`src/rtl/ctrl_decode_irq_pipe.sv`:
```
// ctrl_decode_irq_pipe: MIPS ID-stage decode with a maskable, prioritised interrupt controller
// and an ID/EX control register that supports stall and flush.
module ctrl_decode_irq_pipe #(
    parameter int N_IRQ = 4,
    parameter int IRQ_W = 2
) (
    input  logic             clk,
    input  logic             reset,
    input  logic [5:0]       opcode,
    input  logic [5:0]       funct,
    input  logic             id_valid,
    input  logic             kernel,
    input  logic             stall,
    input  logic             flush,
    input  logic [N_IRQ-1:0] irq,
    input  logic [N_IRQ-1:0] irq_mask,
    output logic [2:0]       pcsrc,
    output logic             irq_taken,
    output logic             exc_taken,
    output logic [IRQ_W-1:0] irq_id,
    output logic [N_IRQ-1:0] irq_pending,
    output logic             in_service,
    output logic             ex_regwrite,
    output logic             ex_memread,
    output logic             ex_memwrite,
    output logic             ex_alusrc1,
    output logic             ex_alusrc2,
    output logic             ex_sign,
    output logic             ex_branch,
    output logic             ex_luop,
    output logic             ex_extop,
    output logic [1:0]       ex_regdst,
    output logic [1:0]       ex_memtoreg,
    output logic [5:0]       ex_alufun
);
    typedef struct packed {
        logic       regwrite;
        logic       memread;
        logic       memwrite;
        logic       alusrc1;
        logic       alusrc2;
        logic       sign;
        logic       branch;
        logic       luop;
        logic       extop;
        logic [1:0] regdst;
        logic [1:0] memtoreg;
        logic [5:0] alufun;
    } ctrl_t;

    // Trap entries write the return address into $k0.
    localparam ctrl_t C_IRQ = ctrl_t'({9'b100000000, 2'b11, 2'b11, 6'b000000});
    localparam ctrl_t C_EXC = ctrl_t'({9'b100000000, 2'b11, 2'b10, 6'b000000});

    logic [N_IRQ-1:0] r_s1, r_s2, r_s3, r_pend;
    logic [N_IRQ-1:0] w_act, w_clr;
    logic [IRQ_W-1:0] r_id, w_win;
    logic             r_ins;
    ctrl_t            r_ex, w_dec, w_nxt;
    logic             w_rtype, w_jr, w_jalr, w_jump, w_legal;
    logic             w_take_irq, w_take_exc, w_live;
    logic [5:0]       w_rfun, w_ifun;

    assign w_rtype = opcode == 6'h00;
    assign w_jr    = w_rtype & (funct == 6'h08);
    assign w_jalr  = w_rtype & (funct == 6'h09);
    assign w_jump  = (opcode == 6'h02) | (opcode == 6'h03);
    assign w_legal = (opcode <= 6'h0c) | (opcode == 6'h0f) | (opcode == 6'h23) | (opcode == 6'h2b);
    assign w_live  = id_valid & ~kernel & ~stall;

    assign w_act = r_pend & irq_mask;

    always_comb begin
        w_win = '0;
        for (int i = N_IRQ - 1; i >= 0; i--)
            if (w_act[i]) w_win = IRQ_W'(i);
    end

    assign w_take_irq = w_live & ~r_ins & (|w_act);
    assign w_take_exc = w_live & ~w_legal & ~w_take_irq;
    assign w_clr      = w_take_irq ? (N_IRQ'(1) << w_win) : '0;

    always_comb begin
        w_rfun = 6'b000000;
        case (funct)
            6'h22, 6'h23: w_rfun = 6'b000001;
            6'h24:        w_rfun = 6'b011000;
            6'h25:        w_rfun = 6'b011110;
            6'h26:        w_rfun = 6'b010110;
            6'h27:        w_rfun = 6'b010001;
            6'h00:        w_rfun = 6'b100000;
            6'h02:        w_rfun = 6'b100001;
            6'h03:        w_rfun = 6'b100011;
            6'h2a, 6'h2b: w_rfun = 6'b000011;
            default:      w_rfun = 6'b000000;
        endcase
    end

    always_comb begin
        w_ifun = 6'b000000;
        case (opcode)
            6'h0a, 6'h0b: w_ifun = 6'b000011;
            6'h0c:        w_ifun = 6'b011000;
            6'h04:        w_ifun = 6'b110011;
            6'h05:        w_ifun = 6'b110001;
            6'h06:        w_ifun = 6'b111101;
            6'h07:        w_ifun = 6'b111111;
            6'h01:        w_ifun = 6'b111011;
            default:      w_ifun = 6'b000000;
        endcase
    end

    always_comb begin
        w_dec          = '0;
        w_dec.regwrite = w_rtype ? ~w_jr : (opcode inside {6'h03, 6'h08, 6'h09, 6'h0a, 6'h0b, 6'h0c, 6'h0f, 6'h23});
        w_dec.memread  = opcode == 6'h23;
        w_dec.memwrite = opcode == 6'h2b;
        w_dec.alusrc1  = w_rtype & (funct inside {6'h00, 6'h02, 6'h03});
        w_dec.alusrc2  = opcode inside {6'h08, 6'h09, 6'h0a, 6'h0b, 6'h0c, 6'h0f, 6'h23, 6'h2b};
        w_dec.sign     = ~((w_rtype & (funct == 6'h2b)) | (opcode == 6'h0b));
        w_dec.branch   = opcode inside {6'h01, 6'h04, 6'h05, 6'h06, 6'h07};
        w_dec.luop     = opcode == 6'h0f;
        w_dec.extop    = opcode != 6'h0c;
        w_dec.regdst   = w_rtype ? 2'b01 : (opcode == 6'h03) ? 2'b10 : 2'b00;
        w_dec.memtoreg = (opcode == 6'h23) ? 2'b01 : ((opcode == 6'h03) | w_jalr) ? 2'b10 : 2'b00;
        w_dec.alufun   = w_rtype ? w_rfun : w_ifun;
    end

    // Illegal opcodes that do not trap (kernel mode) become bubbles.
    assign w_nxt = ~id_valid ? '0 : w_take_irq ? C_IRQ : w_take_exc ? C_EXC : ~w_legal ? '0 : w_dec;

    assign pcsrc = w_take_irq ? 3'b100 :
                   w_take_exc ? 3'b101 :
                   ~(id_valid & ~stall & w_legal) ? 3'b000 :
                   w_jump ? 3'b010 :
                   (w_jr | w_jalr) ? 3'b011 : 3'b000;

    always_ff @(posedge clk) begin
        if (!reset) begin
            r_s1   <= '0;
            r_s2   <= '0;
            r_s3   <= '0;
            r_pend <= '0;
            r_id   <= '0;
            r_ins  <= 1'b0;
            r_ex   <= '0;
        end else begin
            r_s1   <= irq;
            r_s2   <= r_s1;
            r_s3   <= r_s2;
            r_pend <= (r_pend | (r_s2 & ~r_s3)) & ~w_clr;
            if (w_take_irq)
                r_id <= w_win;
            if (w_take_irq)
                r_ins <= 1'b1;
            else if (id_valid & kernel & ~stall & w_jr)
                r_ins <= 1'b0;
            if (flush)
                r_ex <= '0;
            else if (!stall)
                r_ex <= w_nxt;
        end
    end

    assign irq_taken   = w_take_irq;
    assign exc_taken   = w_take_exc;
    assign irq_id      = r_id;
    assign irq_pending = r_pend;
    assign in_service  = r_ins;
    assign ex_regwrite = r_ex.regwrite;
    assign ex_memread  = r_ex.memread;
    assign ex_memwrite = r_ex.memwrite;
    assign ex_alusrc1  = r_ex.alusrc1;
    assign ex_alusrc2  = r_ex.alusrc2;
    assign ex_sign     = r_ex.sign;
    assign ex_branch   = r_ex.branch;
    assign ex_luop     = r_ex.luop;
    assign ex_extop    = r_ex.extop;
    assign ex_regdst   = r_ex.regdst;
    assign ex_memtoreg = r_ex.memtoreg;
    assign ex_alufun   = r_ex.alufun;
endmodule

```
`config.mk`:
```
export PLATFORM = sky130hd
export DESIGN_NAME = ctrl_decode_irq_pipe
export DESIGN_NICKNAME = d
export VERILOG_FILES = /design/src/rtl/ctrl_decode_irq_pipe.sv
export SDC_FILE = /design/constraint.sdc
export NUM_CORES = 1
export LEC_CHECK = 0
export BUFFER_PORTS_ARGS = -buffer_cell sky130_fd_sc_hd__buf_2
export CAP_MARGIN = 20
export CORE_MARGIN = 1
export CORE_UTILIZATION = 49
export DETAILED_ROUTE_END_ITERATION = 7
export PLACE_DENSITY = 0.74
export SETUP_SLACK_MARGIN = 0.1
export SLEW_MARGIN = 30
export SYNTH_ARGS = -nofsm -noshare
export SYNTH_HDL_FRONTEND = slang
export SYNTH_SLANG_ARGS = --single-unit
export TNS_END_PERCENT = 50
```
`constraint.sdc`:
```
create_clock -name clk -period 2.9 [get_ports clk]
set_clock_uncertainty 0.05 [all_clocks]
set_input_delay 0.435 -clock clk [delete_from_list [all_inputs] [get_ports clk]]
set_output_delay 0.435 -clock clk [all_outputs]
set_load 0.05 [all_outputs]
```
## After elaboration in Yosys (flattened, before gate mapping)

Memories as Yosys holds them, arrays and structs flattened.
Index checks and enable logic that the tools add are counted.

- Word-level logic and storage cells: 121
- Input port bits: 26
- Memory bits (read-only): 96
- Register bits: 38
- Memories: 1

Memory list:

| name | words | width | read ports | clocked after memory_dff | wr ports | RTL line | text |
|---|---|---|---|---|---|---|---|
| (no name shown) | 16 | 6 | 1 | 0 | 0 | 101 | `case (opcode)` |

- Muxes and demuxes: 24
- Bitwise logic cells: 36
- Reduce and logical (&&, ||, !) cells: 12
- $lt $le $gt $ge: 1
- Equality and inequality tests: 28
- Shift operators: 1

Operators by type and width:

| cell | number |
|---|---|
| 19-bit 2-to-1 mux | 4 |
| 6-bit == test, second input constant | 10 |
| 6-bit one-hot mux with 9 select lines | 1 |
| 6-bit by 4-bit == test with 1-bit output, second input constant | 8 |
| 6-bit by 2-bit == test with 1-bit output, second input constant | 4 |
| 6-bit by 3-bit == test with 1-bit output, second input constant | 4 |
| 2-bit 2-to-1 mux | 11 |
| 8-bit nonzero test | 2 |
| 1-bit bitwise AND | 15 |
| 4-bit bitwise AND | 3 |
| 6-bit zero test | 2 |
| 6-bit 2-to-1 mux | 2 |
| 1-bit NOT | 8 |
| 4-bit NOT | 2 |
| 1-bit OR | 7 |
| 6-bit by 1-bit == test with 1-bit output, second input constant | 1 |
| 6-bit by 4-bit <= comparator with 1-bit output, second input constant | 1 |
| 3-bit 2-to-1 mux | 2 |
| 6-bit by 4-bit inequality test with 1-bit output, second input constant | 1 |
| 2-bit OR reduction | 3 |
| 5-bit nonzero test | 1 |
| 4-bit 2-to-1 mux | 1 |
| 4-bit OR | 1 |
| 4-bit OR reduction | 1 |
| 5 further kinds | 7 |

## Logic depth before layout (Yosys ltp)

Gate-level depths: netlist of the first run.

- Depth after elaboration: 10
- Mapped depth: 7

## Worst setup path after synthesis of the first run

No wires, ideal clock.

- Kind: register to output
- From: register r_pend[2] (netlist: irq_pending[2])
- To: output port exc_taken
- Setup slack: -0.101 ns
- Buffers on the path: 0
- Data arrival time: 2.516 ns
- Stages on the path, launching flop included: 5
- Path through: dfxtp_1 a22oi_1 a31oi_4 nand2b_1 nor3_1

- Longest elaborated chain between the ends: 5

RTL lines:

| element | RTL line | text |
|---|---|---|
| from (decl) | 55 | `logic [N_IRQ-1:0] r_s1, r_s2, r_s3, r_pend;` |
| from (signal assigned) | 151 | `r_pend <= (r_pend \| (r_s2 & ~r_s3)) & ~w_clr;` |
| 4-bit bitwise AND | 71 | `assign w_act = r_pend & irq_mask;` |
| 4-bit OR reduction | 79 | `assign w_take_irq = w_live & ~r_ins & (\|w_act);` |
| 1-bit bitwise AND | 79 |  |
| via irq_taken | 18 | `output logic irq_taken,` |
| 1-bit NOT | 80 | `assign w_take_exc = w_live & ~w_legal & ~w_take_irq;` |
| 1-bit bitwise AND | 80 |  |
| to (decl) | 19 | `output logic exc_taken,` |

The timed path passes the listed nets, and every way through them passes these cells.

## Final worst setup path of the first run

- From: input port opcode[1]
- To: output port pcsrc[2]

- Longest elaborated chain between the ends: 9
- Elaborated cells on any way between the ends: 12
- Those cells by class: order compare: 1; eq/ne: 3; mux: 2; bitwise: 6

RTL lines:

| element | RTL line | text |
|---|---|---|
| from (decl) | 9 | `input logic [5:0] opcode,` |
| 6-bit by 4-bit <= comparator with 1-bit output / 6-bit by 4-bit == test with 1-bit output (equally long branches) | 68 | `assign w_legal = (opcode <= 6'h0c) \| (opcode == 6'h0f) \| (opcode == 6'h23) \| (opcode == 6'h2b);` |
| 1-bit OR (2 in a row) | 68 |  |
| 1-bit OR * | 68 |  |
| 1-bit NOT * | - |  |
| 1-bit bitwise AND * (2 in a row) | 80 |  |
| 3-bit 2-to-1 mux * | 133 | `w_take_exc ? 3'b101 :` |
| 3-bit 2-to-1 mux * | 132 | `assign pcsrc = w_take_irq ? 3'b100 :` |
| to (decl) | 17 | `output logic [2:0] pcsrc,` |

Mark *: on every way between the ends. The rest lies on a longest branch, timed or not.

==> results of run 1 <==
-- report_power, final --
group | leakage [nW] | switching (mW) | total [mW] | internal [mW]
Clock | 0.0438 | 0.172 | 0.334 | 0.161
Sequential | 0.309 | 0.00567 | 0.539 | 0.534
Combinational | 0.662 | 0.102 | 0.158 | 0.0551
Total | 1.01 | 0.281 | 1.03 | 0.750
-- worst min-delay path by stage --
stage               depth (start not counted)  slack, ns      end  startpoint
floorplan                                   1       0.36  r_s2[0]     r_s1[0]
global placement                            1       0.36  r_s2[2]     r_s1[2]
detailed placement                          1       0.37  r_s2[2]     r_s1[2]
CTS                                         2       0.30  r_s1[3]      irq[3]
global route                                2       0.30  r_s1[0]      irq[0]
finish                                      2       0.30  r_s1[3]      irq[3]
-- cell usage in the layout (no fill, tap or decap), types with 3 or more instances in the layout --
cell      synthesis  final
clkbuf_8          0      5
nor3b_1           3      3
nand2_1          20     20
buf_4             0      3
a22o_1            7      7
ha_1              4      4
a21oi_1          14     14
nor2b_1          11     11
nor2_1           10     10
a32o_1            3      3
nand2b_1          3      3
dfxtp_1          38     38
o21bai_1          3      3
and2_1           17     17
inv_1             8      8
a31oi_1           3      3
o21ai_0          18     18
buf_2             1     56
-- Yosys cell counts, types with 4 or more instances --
library cell and instances:
o21ai_0 18, inv_1 8, ha_1 4, and2_1 17, nor2_1 10, nor2b_1 11, dfxtp_1 38, a22o_1 7
clkbuf_1 9, a21oi_1 14, nand2_1 20
-- routing by layer --
layer | routed length (um) | track usage (%) | vias to the layer above | part of all wire [%]
met4 | 61 | 8.52 | 0 | 1.4
met1 | 2210 | 33.6 | 782 | 49
li1 | - | - | 888 | -
met5 | 0 | 0 | - | 0
met2 | 1940 | 34.8 | 61 | 43
met3 | 258 | 4.46 | 7 | 5.8
-- cell families (layout without fill, tap and decap cells) --
group / count (synthesis) / after routing / synth area share, %
AOI/OAI and AO/OA: 67 / 67 / 25.9
adders and majority gates: 4 / 4 / 2.65
muxes: 1 / 1 / 0.531
and+or+nand+nor: 86 / 86 / 26.7
buffers and inverters: 19 / 74 / 3.91
DFF: 38 / 38 / 40.3
-- through the flow --
| stage | instances | utilization [%] | total power [mW] |
|---|---|---|---|
| 2_1_floorplan | 215 | - | 0.653 |
| 3_3_place_gp | 311 | 59.9 | 0.707 |
| 6_report | 318 | 62.1 | 1.03 |
| 3_5_place_dp | 311 | 59.9 | 0.707 |
| 5_1_grt | 318 | 62.1 | 1.08 |
| 4_1_cts | 318 | 62.1 | 1.04 |
-- area by class of cell --
cell class                 count  area (sq um)  area share (%)
multi-input combinational    158          1060            46.2
sequential                    38           761            33.2
clock inverter                 2          10.0           0.437
tap                           48          60.1            2.62
inverter                       8          30.0            1.31
clock buffer                   5          68.8            3.01
timing repair buffer          59           303            13.2
-- registers in the layout (all words and copies together) (netlist names), 2 cells and up --
signal	cells
ex_alufun	6
ex_memtoreg	2
r_s2	4
irq_pending	4
r_s3	4
irq_id	2
r_s1	4
ex_regdst	2
==> metrics.yaml, run 1 <==
floorplan:
  core_area_sq_um: 3690
  io_pins: 57
  start_util_pct: 51.2
  die_y_um: 64.1
  die_w_um: 64.1
  rows: 22
  die-area_sq_um: 4100
routing:
  drc: 0
  route.vias.total: 1738
  drt_iter0_drc: 179
  via_per_inst: 5.47
  wl_per_cell_um: 14.1
  ant_nets: 0
  routed_wl_mm: 4.47
  drt_first_pass_iters: 4
power_and_ir_drop:
  ir_drop_uv: 310
  leakagePower_nw: 1.01
  power_density_nw_per_um2: 450
critical_path:
  reg2reg_to: "ex_alufun[1]"
  cp-startpoint: "opcode[1]"
  endpoint_kind: "output pin"
  cp.buffers_inverters: 4
  crit_slowest_cell: "a2111oi_4"
  cpLargestDelayFamily: "compound AO/OA/AOI/OAI gates"
  endpoint: "pcsrc[2]"
  crit_arrival_ns: 2.06
  crit_chain: "buf_2 -> inv_1 -> ha_1 -> and4bb_1 -> a2111oi_4 -> a21oi_1 -> nand2_1 -> inv_1 -> buf_2"
  slowest_delay_ns: 0.41
  cp.depth: 9
  crit_fanout: 4
  reg2reg_depth: 5
  r2r_start: "in_service"
  crit_type: "in2out"
  required_ns: 2.41
  critPathLaunchType: "input pin"
  reg2reg_slack_ns: 0.97
sta:
  rsz0062_at_grt: "no"
  worst_pin_slew_ns: 0.499
  drv_slew: 0
  slew_headroom_pct: 65.9
  fmax_mhz: 393
  fin_crit_ns: 2.55
  timing.hold.ws_ns: 0.298
  fin_crit_sh_pct: 87.8
  finalSetupTns_ns: 0
  finalHoldViolations: 0
  setup_violations: 0
  setup_ws_ns: 0.355
logic_synthesis:
  yosysWarningCount: 0
  synth_edf_count: 0
  avgSynthCellArea_sq_um: 8.78
  ys_types: 48
  synth_area_leaders: "dfxtp_1 40%, and2_1 5.6%, o21ai_0 4.8%"
  netlist_area_sq_um: 1890
  synth_cells: 215
  seq_area_frac_synth_pct: 40.3
  synth.top_cell.area_share_pct: 40.3
  ys_ff_latch: 38
  ys_async_sr_fraction_pct: 0
  synthFlopType: "dfxtp_1"
  syn_nets: 245
  synth_largest_area_cell: "dfxtp_1"
clock_network:
  clk_pin_slew_ns: 0.08
  cts_buffers: 5
  cts_hold_buffers: 0
  cts_num_sinks: 38
  cts.htree.levels: 2
  cts_root_buf: "clkbuf_8"
  clkLatencyLatePin_ns: 0.29
  cts_resized: 0
  cts_tree: "yes"
  postCtsSetupRepairBufs: 0
  cts_buffer_depth: 2
cells_and_area:
  layout-drive-gt1-share_pct: 28.9
  nNetsFinal: 300
  area_delta_synth_final_pct: 21.4
  antenna_cells: 0
  nFillCells: 349
  final_area_sq_um: 2290
placed_design:
  globalplace.congestion: 0.904
  portBuffers: 56
  dp_slack_ns: 0.360
  hpwl_mm: 3.39
  dpl_cell_area_sq_um: 2210
run_status:
  status: "complete, no violations"
grt:
  grt_start_max_net_pins: 22
  first_global_vias: 1548
  grt_overflow: 0
  antenna_found_initial: 0
  grt_pass1_wl_mm: 7.50
  track_usage_pct: 23.5
run:
  drv_cap: 0
min_path:
  min_path_type: "in2reg"
Note: power is estimated with default switching activity, not from simulation.
==> inputs of run 2 (changes only) <==
CELL_PAD_IN_SITES_DETAIL_PLACEMENT = 1   (was not set)
CELL_PAD_IN_SITES_GLOBAL_PLACEMENT = 1   (was not set)
CORE_UTILIZATION = 40   (was 49)
PLACE_DENSITY = 0.83   (was 0.74)
==> run 2 against run 1 <==
Compared with the run above: the flow now finishes with violations (design-rule violations); first-iteration DRC count down 27%; core utilization down 9.0 points; design area up 3.1%; sequential share of layout area down 1.0 points; total power up 21%; worst hold slack worse by 0.012 ns; cell count up 1.9%; critical path depth up 1; count of clock-buffer cells in the layout unchanged; via count up 6.7%; register-to-register slack better by 0.03 ns; routed wire length up 23%; largest cell class unchanged; highest routed layer unchanged.
==> metrics.yaml, run 2 (synthesis gave the netlist of run 1 again) <==
grt:
  track_usage_pct: 23.6  # +0.065 points
  gr-usage-met1_pct: 29.1  # -4.5 points
  grt_start_max_net_pins: 22  # unchanged
  antenna_found_initial: 0  # unchanged
  top_usage_layer: "met2"
  met3_usage_pct: 4.84  # +0.38 points
  use_met2_pct: 41.5  # +6.6 points
  first_global_vias: 1844  # +19%
  grt_overflow: 0  # unchanged
  grt_pass1_wl_mm: 9.16  # +22%
placed_design:
  portBuffers: 56  # unchanged
  globalplace.congestion: 0.852  # -5.7%
  hpwl_mm: 3.95  # +16%
  dp_slack_ns: 0.331  # -0.0289 ns
cells_and_area:
  area_delta_synth_final_pct: 25.1
  largest_reg_flops: 6  # unchanged
  nFillCells: 555  # +59%
  antenna_cells: 0  # unchanged
  nNetsFinal: 301  # +0.33%
  final_cell_mix: "56 x buf_2, 38 x dfxtp_1, 20 x nand2_1, 18 x o21ai_0, 17 x and2_1"
  final_common_cell: "buf_2"
  multi_input_area_sq_um: 1060  # unchanged
  register_area_sq_um: 761  # unchanged
  layout-drive-gt1-share_pct: 29.4  # +0.52 points
clock_network:
  clkLatencyLatePin_ns: 0.30  # about the same
  cts.htree.levels: 2  # unchanged
  cts_root_buf: "clkbuf_8"
  cts_buffer_depth: 2  # unchanged
  postCtsSetupRepairBufs: 0  # unchanged
  cts_resized: 0  # unchanged
  cts_hold_buffers: 0  # unchanged
  cts_num_sinks: 38  # unchanged
  clk_pin_slew_ns: 0.08  # about the same
  cts_tree: "yes"
  cts_buffers: 5  # unchanged
critical_path:
  crit_chain: "buf_2 -> inv_1 -> ha_1 -> and4bb_1 -> a2111oi_4 -> buf_4 -> nor2_1 -> a21oi_1 -> nor2_1 -> buf_2"
  required_ns: 2.41  # about the same
  endpoint_kind: "output pin"
  cp-startpoint: "opcode[1]"
  crit_slowest_cell: "a2111oi_4"
  crit_arrival_ns: 2.16  # +0.10 ns
  r2r_start: "in_service"
  crit_type: "in2out"
  crit_fanout: 4  # unchanged
  cp.buffers_inverters: 4  # unchanged
  cpLargestDelayFamily: "buffers and inverters"
  slowest_delay_ns: 0.42  # about the same
  critPathLaunchType: "input pin"
run_status:
  violations: "design-rule violations"
  status: "complete, but fails checks"
power_and_ir_drop:
  ir_drop_uv: 271  # -13%
  power_density_nw_per_um2: 529  # +18%
  leakagePower_nw: 1.04  # +3.0%
min_path:
  min-delay-start: "irq[0]"
  min_path_type: "in2reg"
floorplan:
  io_pins: 57  # unchanged
  die_y_um: 70.7  # +10%
  core_area_sq_um: 4440  # +20%
  die-area_sq_um: 5000  # +22%
  die_w_um: 70.7  # +10%
  start_util_pct: 42.5  # -8.7 points
  rows: 24  # +9.1%
sta:
  setup_violations: 0  # unchanged
  fmax_mhz: 378  # -3.9%
  finalSetupTns_ns: 0  # unchanged
  drv_slew: 0  # unchanged
  fin_crit_sh_pct: 91.3  # +3.6 points
  rsz0062_at_grt: "no"
  finalHoldViolations: 0  # unchanged
  fin_crit_ns: 2.65  # +0.104 ns
  slew_headroom_pct: 63.4  # -2.5 points
  worst_pin_slew_ns: 0.549  # +0.0505 ns
  setup_ws_ns: 0.251  # -0.104 ns
routing:
  routed_wl_mm: 5.49  # +23%
  drt_iter0_drc: 131  # -27%
  ant_nets: 0  # unchanged
  route.vias.total: 1854  # +6.7%
  drc: 2  # +2
  wl_per_cell_um: 16.9  # +20%
  via_per_inst: 5.72  # +4.7%
  drt_first_pass_iters: 6  # +2
run:
  drv_cap: 0  # unchanged
==> run 2: power by group <==
| part | internal (mW) | total (mW) | switching [mW] |
|---|---|---|---|
| logic | 0.0555 | 0.164 | 0.109 |
| clock network | 0.345 | 0.546 | 0.201 |
| registers | 0.533 | 0.539 | 0.00599 |
| total | 0.934 | 1.25 | 0.316 |
==> run 2: worst register-to-register path, delay by kind of cell, from the launching register on <==
kind / cells / cell delay, ns
simple gates: 3 / 0.85
flops: 1 / 0.35
compound gates: 2 / 0.55
==> run 2: through the flow <==
stage	hold slack (ns)	instance area (sq um)	total power [mW]	cells	util, %
6_report	0.287	2360	1.25	324	53.1
3_5_place_dp	0.374	2220	0.712	316	50.0
4_1_cts	0.283	2360	1.26	324	53.1
5_1_grt	0.284	2360	1.30	324	53.1
2_1_floorplan	0.362	1890	0.653	215	-
3_3_place_gp	0.362	2220	0.709	316	50.0
==> run 2: layout make-up <==
cell class	instances	area share, %
flip-flops and latches	38	32.2
well taps	52	2.76
clock inverters	3	2.91
repair buffers	60	13.1
multi-input cells	158	44.8
inverters	8	1.27
clock buffers	5	2.91
==> run 2: path summary, 6_finish.rpt <==
| check | depth (start not counted) | slack [ns] | to |
|---|---|---|---|
| min reg2reg | 1 | 0.39 | r_s2[0] |
| min | 2 | 0.29 | r_s1[0] |
| max | 10 | 0.25 | pcsrc[0] |
| max reg2reg | 5 | 1.00 | ex_alufun[1] |
==> run 2: metal layers <==
metal	vias up	wire length, um
li1	887	-
met1	904	2360
met2	55	2780
met3	8	275
met4	0	78
met5	-	0
